--- config.mk ---
export PLATFORM = sky130hd
export DESIGN_NAME = alu_share_arb
export DESIGN_NICKNAME = d
export VERILOG_FILES = /design/src/rtl/alu_share_arb_pkg.sv /design/src/rtl/alu_share_arb_rr_arb2.sv /design/src/rtl/alu_share_arb.sv
export SDC_FILE = /design/constraint.sdc
export NUM_CORES = 1
export LEC_CHECK = 0
export CAP_MARGIN = 20
export CORE_AREA = 2 2 119 121
export DETAILED_ROUTE_END_ITERATION = 10
export DIE_AREA = 0 0 121 123
export GPL_TIMING_DRIVEN = 0
export PLACE_DENSITY = 0.88
export SYNTH_ARGS = -nofsm -noshare
export SYNTH_HDL_FRONTEND = slang
export SYNTH_SLANG_ARGS = --single-unit
--- constraint.sdc ---
create_clock -name clk -period 4.9 [get_ports clk]
set_input_delay 0.98 -clock clk [delete_from_list [all_inputs] [get_ports clk]]
set_output_delay 0.98 -clock clk [all_outputs]
set_load 0.02 [all_outputs]
--- src/rtl/alu_share_arb_pkg.sv ---
// Shared definitions for the two-requester ALU arbiter/sequencer:
// ALU op codes, FSM state encodings and default widths.
package alu_share_arb_pkg;

   localparam int unsigned AluW   = 32;
   localparam int unsigned AluOpW = 3;

   // Op codes are forwarded untouched to the external ALU; listed for users.
   localparam logic [2:0] OpAnd = 3'b000;
   localparam logic [2:0] OpOr  = 3'b001;
   localparam logic [2:0] OpAdd = 3'b010;
   localparam logic [2:0] OpXor = 3'b011;
   localparam logic [2:0] OpSub = 3'b110;
   localparam logic [2:0] OpSlt = 3'b111;

   typedef enum logic [1:0] {
      StIdle = 2'b00,
      StExec = 2'b01,
      StResp = 2'b10
   } state_e;

endpackage

--- src/rtl/alu_share_arb_rr_arb2.sv ---
// Combinational two-way round-robin picker: a lone valid requester wins,
// a tie goes to the requester that was not granted last.
module rr_arb2 (
   input  logic valid0,
   input  logic valid1,
   input  logic last_gnt,
   output logic gnt0,
   output logic gnt1
);

   always_comb begin
      gnt0 = valid0 & (~valid1 | last_gnt);
      gnt1 = valid1 & (~valid0 | ~last_gnt);
   end

endmodule

--- src/rtl/alu_share_arb.sv ---
// Arbiter and sequencer in front of a shared combinational ALU.
// Optional grant counters are enabled with ALU_ARB_STATS_EN.
module alu_share_arb
   import alu_share_arb_pkg::*;
#(
   parameter int unsigned W   = AluW,
   parameter int unsigned OPW = AluOpW
) (
   input  logic           clk,
   input  logic           rst,
   input  logic           req0_valid,
   output logic           req0_ready,
   input  logic [OPW-1:0] req0_op,
   input  logic [W-1:0]   req0_a,
   input  logic [W-1:0]   req0_b,
   input  logic           req1_valid,
   output logic           req1_ready,
   input  logic [OPW-1:0] req1_op,
   input  logic [W-1:0]   req1_a,
   input  logic [W-1:0]   req1_b,
   output logic [OPW-1:0] alu_op,
   output logic [W-1:0]   alu_a,
   output logic [W-1:0]   alu_b,
   input  logic [W-1:0]   alu_r,
   output logic           resp_valid,
   input  logic           resp_ready,
   output logic           resp_id,
   output logic [W-1:0]   resp_r
`ifdef ALU_ARB_STATS_EN
   ,
   output logic [15:0]    gnt_cnt0,
   output logic [15:0]    gnt_cnt1
`endif
);

   state_e         state_q, state_d;
   logic [OPW-1:0] alu_op_q, alu_op_d;
   logic [W-1:0]   alu_a_q, alu_a_d;
   logic [W-1:0]   alu_b_q, alu_b_d;
   logic           resp_valid_q, resp_valid_d;
   logic           resp_id_q, resp_id_d;
   logic [W-1:0]   resp_r_q, resp_r_d;
   logic           last_gnt_q, last_gnt_d;

   logic gnt0, gnt1;
   logic hs0, hs1;

   rr_arb2 u_rr_arb2 (
      .valid0   (req0_valid),
      .valid1   (req1_valid),
      .last_gnt (last_gnt_q),
      .gnt0     (gnt0),
      .gnt1     (gnt1)
   );

   always_comb begin
      req0_ready = (state_q == StIdle) & gnt0;
      req1_ready = (state_q == StIdle) & gnt1;
      hs0        = req0_valid & req0_ready;
      hs1        = req1_valid & req1_ready;
   end

   always_comb begin
      state_d      = state_q;
      alu_op_d     = alu_op_q;
      alu_a_d      = alu_a_q;
      alu_b_d      = alu_b_q;
      resp_valid_d = resp_valid_q;
      resp_id_d    = resp_id_q;
      resp_r_d     = resp_r_q;
      last_gnt_d   = last_gnt_q;
      unique case (state_q)
         StIdle: begin
            if (hs0) begin
               alu_op_d   = req0_op;
               alu_a_d    = req0_a;
               alu_b_d    = req0_b;
               resp_id_d  = 1'b0;
               last_gnt_d = 1'b0;
               state_d    = StExec;
            end else if (hs1) begin
               alu_op_d   = req1_op;
               alu_a_d    = req1_a;
               alu_b_d    = req1_b;
               resp_id_d  = 1'b1;
               last_gnt_d = 1'b1;
               state_d    = StExec;
            end
         end
         // One cycle for the external ALU to settle on the registered operands.
         StExec: begin
            resp_r_d     = alu_r;
            resp_valid_d = 1'b1;
            state_d      = StResp;
         end
         StResp: begin
            if (resp_ready) begin
               resp_valid_d = 1'b0;
               state_d      = StIdle;
            end
         end
         default: begin
            resp_valid_d = 1'b0;
            state_d      = StIdle;
         end
      endcase
   end

   always_ff @(posedge clk or posedge rst) begin
      if (rst) begin
         state_q      <= StIdle;
         alu_op_q     <= '0;
         alu_a_q      <= '0;
         alu_b_q      <= '0;
         resp_valid_q <= 1'b0;
         resp_id_q    <= 1'b0;
         resp_r_q     <= '0;
         last_gnt_q   <= 1'b1;
      end else begin
         state_q      <= state_d;
         alu_op_q     <= alu_op_d;
         alu_a_q      <= alu_a_d;
         alu_b_q      <= alu_b_d;
         resp_valid_q <= resp_valid_d;
         resp_id_q    <= resp_id_d;
         resp_r_q     <= resp_r_d;
         last_gnt_q   <= last_gnt_d;
      end
   end

   always_comb begin
      alu_op     = alu_op_q;
      alu_a      = alu_a_q;
      alu_b      = alu_b_q;
      resp_valid = resp_valid_q;
      resp_id    = resp_id_q;
      resp_r     = resp_r_q;
   end

`ifdef ALU_ARB_STATS_EN
   logic [15:0] cnt0_q, cnt0_d;
   logic [15:0] cnt1_q, cnt1_d;

   // Saturating handshake counters.
   always_comb begin
      cnt0_d = cnt0_q;
      cnt1_d = cnt1_q;
      if (hs0 && (cnt0_q != 16'hFFFF)) cnt0_d = cnt0_q + 16'd1;
      if (hs1 && (cnt1_q != 16'hFFFF)) cnt1_d = cnt1_q + 16'd1;
   end

   always_ff @(posedge clk or posedge rst) begin
      if (rst) begin
         cnt0_q <= '0;
         cnt1_q <= '0;
      end else begin
         cnt0_q <= cnt0_d;
         cnt1_q <= cnt1_d;
      end
   end

   always_comb begin
      gnt_cnt0 = cnt0_q;
      gnt_cnt1 = cnt1_q;
   end
`endif

endmodule

==> impl_metrics.csv <==
group,metric,value,unit
run_status,status,"completed",
finish,n_antenna_cell,0,
setup_path,worstSetupEndpointType,"output pin",
floorplanning,start_util,40.09,%
power,p_leak,3.503,nW
global_route,grt_pass1_wl,27330,um
setup_path,critPathArrivalTime,2990,ps
logic_synthesis,ys_seq_elements,104,
finish,drive_gt1_share,15.38,%
power,vdd_drop_max,0.2749,mV
job,cap_violations,0,
global_route,track_usage,23.55,%
global_route,met2_usage,41.26,%
setup_path,critPathTopFamily,"buffers and inverters",
global_route,grt_pass1_vias,5250,
setup_path,path_max_fanout,10,
global_route,grt-busiest-layer,"met2",
floorplanning,ioPinCount,274,
logic_synthesis,ys_types,26,
logic_synthesis,synth.area.top_cells,"dfrtp_1 47%, o311ai_2 20%, nand4_1 7.7%",
sta,slew_headroom,49.35,%
power,power_density,640.8,nW/um2
route,firstDrtPassIters,4,
setup_path,critical_path.max_stage_delay,630,ps
finish,nNetsFinal,934,
clock_network,cts_max_level,3,
route,first_iter_violations,234,
route,drtAntennaViolNets,0,
placed_design,io_buffers,272,
floorplanning,die_x,121,um
setup_path,start_kind,"input port",
setup_path,cp_num_buf_inv,5,
sta,worstMarginPinSlew,759.8,ps
sta,finalHoldViolations,0,
clock_network,cts-resized-gates,0,
logic_synthesis,synth_cells,479,
sta,rsz0062_at_grt,"false",
clock_network,cts.sinks,104,
setup_path,cp_slowest_cell,"clkdlybuf4s50_1",
placed_design,placed_cell_area,8434,um2
finish,area_delta_synth_final,60.61,%
placed_design,gp_congestion,0.8260,
global_route,grtUsageMet3,7.057,%
clock_network,postCtsSetupBuffers,0,
finish,fin_area,8763,um2
worst_hold_path,hp-class,"flip-flop to flip-flop",
global_route,grtUsageMet1,27.15,%
logic_synthesis,synth_top_area_share,47.24,%
floorplanning,core-area,13610,um2
logic_synthesis,syn_area_per_cell,11.39,um2
sta,setup_viol,0,
floorplanning,die_h,123,um
route,wl_per_cell,18.52,um
clock_network,cts_hold_buf,0,
clock_network,numCtsBuffers,9,
route,via_per_inst,5.343,
route,drc,0,
clock_network,clk_pin_slew_worst_paths,70,ps
global_route,antenna_found_initial,0,
floorplanning,placementRows,43,
setup_path,worstSetupPathType,"input port to output pin",
sta,slew_viol_final,0,
sta,setup_tns,0,ps
logic_synthesis,syn_area,5456,um2
logic_synthesis,synth_top_area_cell,"dfrtp_1",
route,wl,17540,um
sta,clock_skew,11.01,ps
clock_network,cts_tree,"yes",
sta,finalCritPeriodShare,80.97,%
setup_path,required,3920,ps
global_route,grt_overflow,0,
placed_design,hpwlAfterDp,13290,um
clock_network,clk_path_buf_depth,2,
floorplanning,die_area,14880,um2
setup_path,worstPathCellList,"clkdlybuf4s50_1 -> nand2b_1 -> clkbuf_1 -> and3_1 -> buf_6 -> buf_6 -> clkdlybuf4s50_1",
logic_synthesis,synth_nets,650,
sta,fmax,252.1,MHz
clock_network,clock_latency,350,ps
sta,min_period,3967,ps
route,vias,5060,
logic_synthesis,yosysSeqAreaShare,47.72,%
logic_synthesis,ys_warn_count,0,
clock_network,cts_root_buf,"clkbuf_16",
global_route,grt_max_degree,59,
## power breakdown
group / switching, W / total [W] / internal, W
clock: 0.000326 / 0.000801 / 0.000475
combinational: 0.00175 / 0.00328 / 0.00153
sequential: 0.000224 / 0.00154 / 0.00131
total: 0.00230 / 0.00562 / 0.00332
## final timing paths
path                                   startpoint                     end  slack, ps  cells after the start
setup / recovery                       req1_valid              req0_ready        930                      7
hold / removal              resp_r[6]$_DFFE_PP0P_   resp_r[6]$_DFFE_PP0P_        480                      1
setup reg to reg           last_gnt_q$_DFFE_PP1P_    alu_b[6]$_DFFE_PP0P_       2900                      6
hold reg to reg             resp_r[6]$_DFFE_PP0P_   resp_r[6]$_DFFE_PP0P_        480                      1
max in group asynchronous                     rst  last_gnt_q$_DFFE_PP1P_       3070                      3
min in group asynchronous                     rst  resp_r[31]$_DFFE_PP0P_       1080                      2
## logic make-up (layout without fill, tap and decap cells)
kind of cell,count (synthesis),in the layout,synth area share [%]
mux,32,32,6.604
compound gates,140,140,26.85
buf+inv,125,413,10.02
flops,104,104,47.72
simple gates,78,78,8.805
## state kept, by name, indices dropped and copies added, names as in the netlist
signal and cells:
resp_id 1, alu_b 32, alu_a 32, state_q 2, last_gnt_q 1, alu_op 3
resp_r 32, resp_valid 1
## stage by stage
step | worst slack (ps) | hold slack, ps | utilization [%] | cells | power, W
after CTS | 904.1 | 489.6 | 64.38 | 947 | 0.005666
final | 932.6 | 484.8 | 64.38 | 947 | 0.005616
after floorplan | 1189 | 499.5 | - | 479 | 0.003425
after detailed placement | 912.0 | 474.1 | 61.96 | 932 | 0.004854
after global placement | -471.5 | 462.1 | 61.74 | 931 | 0.004772
after global routing | 816.1 | 503.8 | 64.38 | 947 | 0.005947
## final cells by class
| class | count | area, um2 |
|---|---|---|
| fillers | 1065 | 4848 |
| repair buffers | 273 | 2750 |
| flip-flops and latches | 104 | 2604 |
| multi-input cells | 250 | 2306 |
| plain buffers | 56 | 287.8 |
| inverters | 69 | 261.5 |
| clock buffers | 11 | 252.7 |
| well taps | 180 | 225.2 |
| clock inverters | 4 | 76.32 |
## Yosys cell counts
library cell,instances
mux2_2,9
a21o_1,1
buf_2,13
dfstp_2,1
inv_1,69
and3_1,2
clkbuf_2,1
o21ai_1,3
buf_1,4
o21ai_0,65
mux2_1,23
a21oi_1,1
o311ai_2,67
nand2_1,1
nor2_1,4
nor2_4,1
o21a_1,1
nand2b_1,1
dfrtp_1,103
clkbuf_1,30
buf_6,8
nand4_1,67
o21ai_2,1
a31oi_1,1
or2_1,1
nor2b_1,1
## per-layer routing
metal  part of all wire, %  vias up
li1                      -     2358
met1                    37     2460
met2                    52      214
met3                   8.6       28
met4                   2.6        0
met5                     0        -
## cells in the final DEF, fill, tap and decap left out, types with 4 or more instances in the layout
cell             instances
buf_1                    4
buf_2                   13
buf_6                    8
clkbuf_1                30
clkbuf_16                9
clkdlybuf4s50_1        272
dfrtp_1                103
inv_1                   68
mux2_1                  23
mux2_2                   9
nand4_1                 67
nor2_1                   4
o21ai_0                 65
o311ai_2                67
Power figures use the tool's default switching activity.
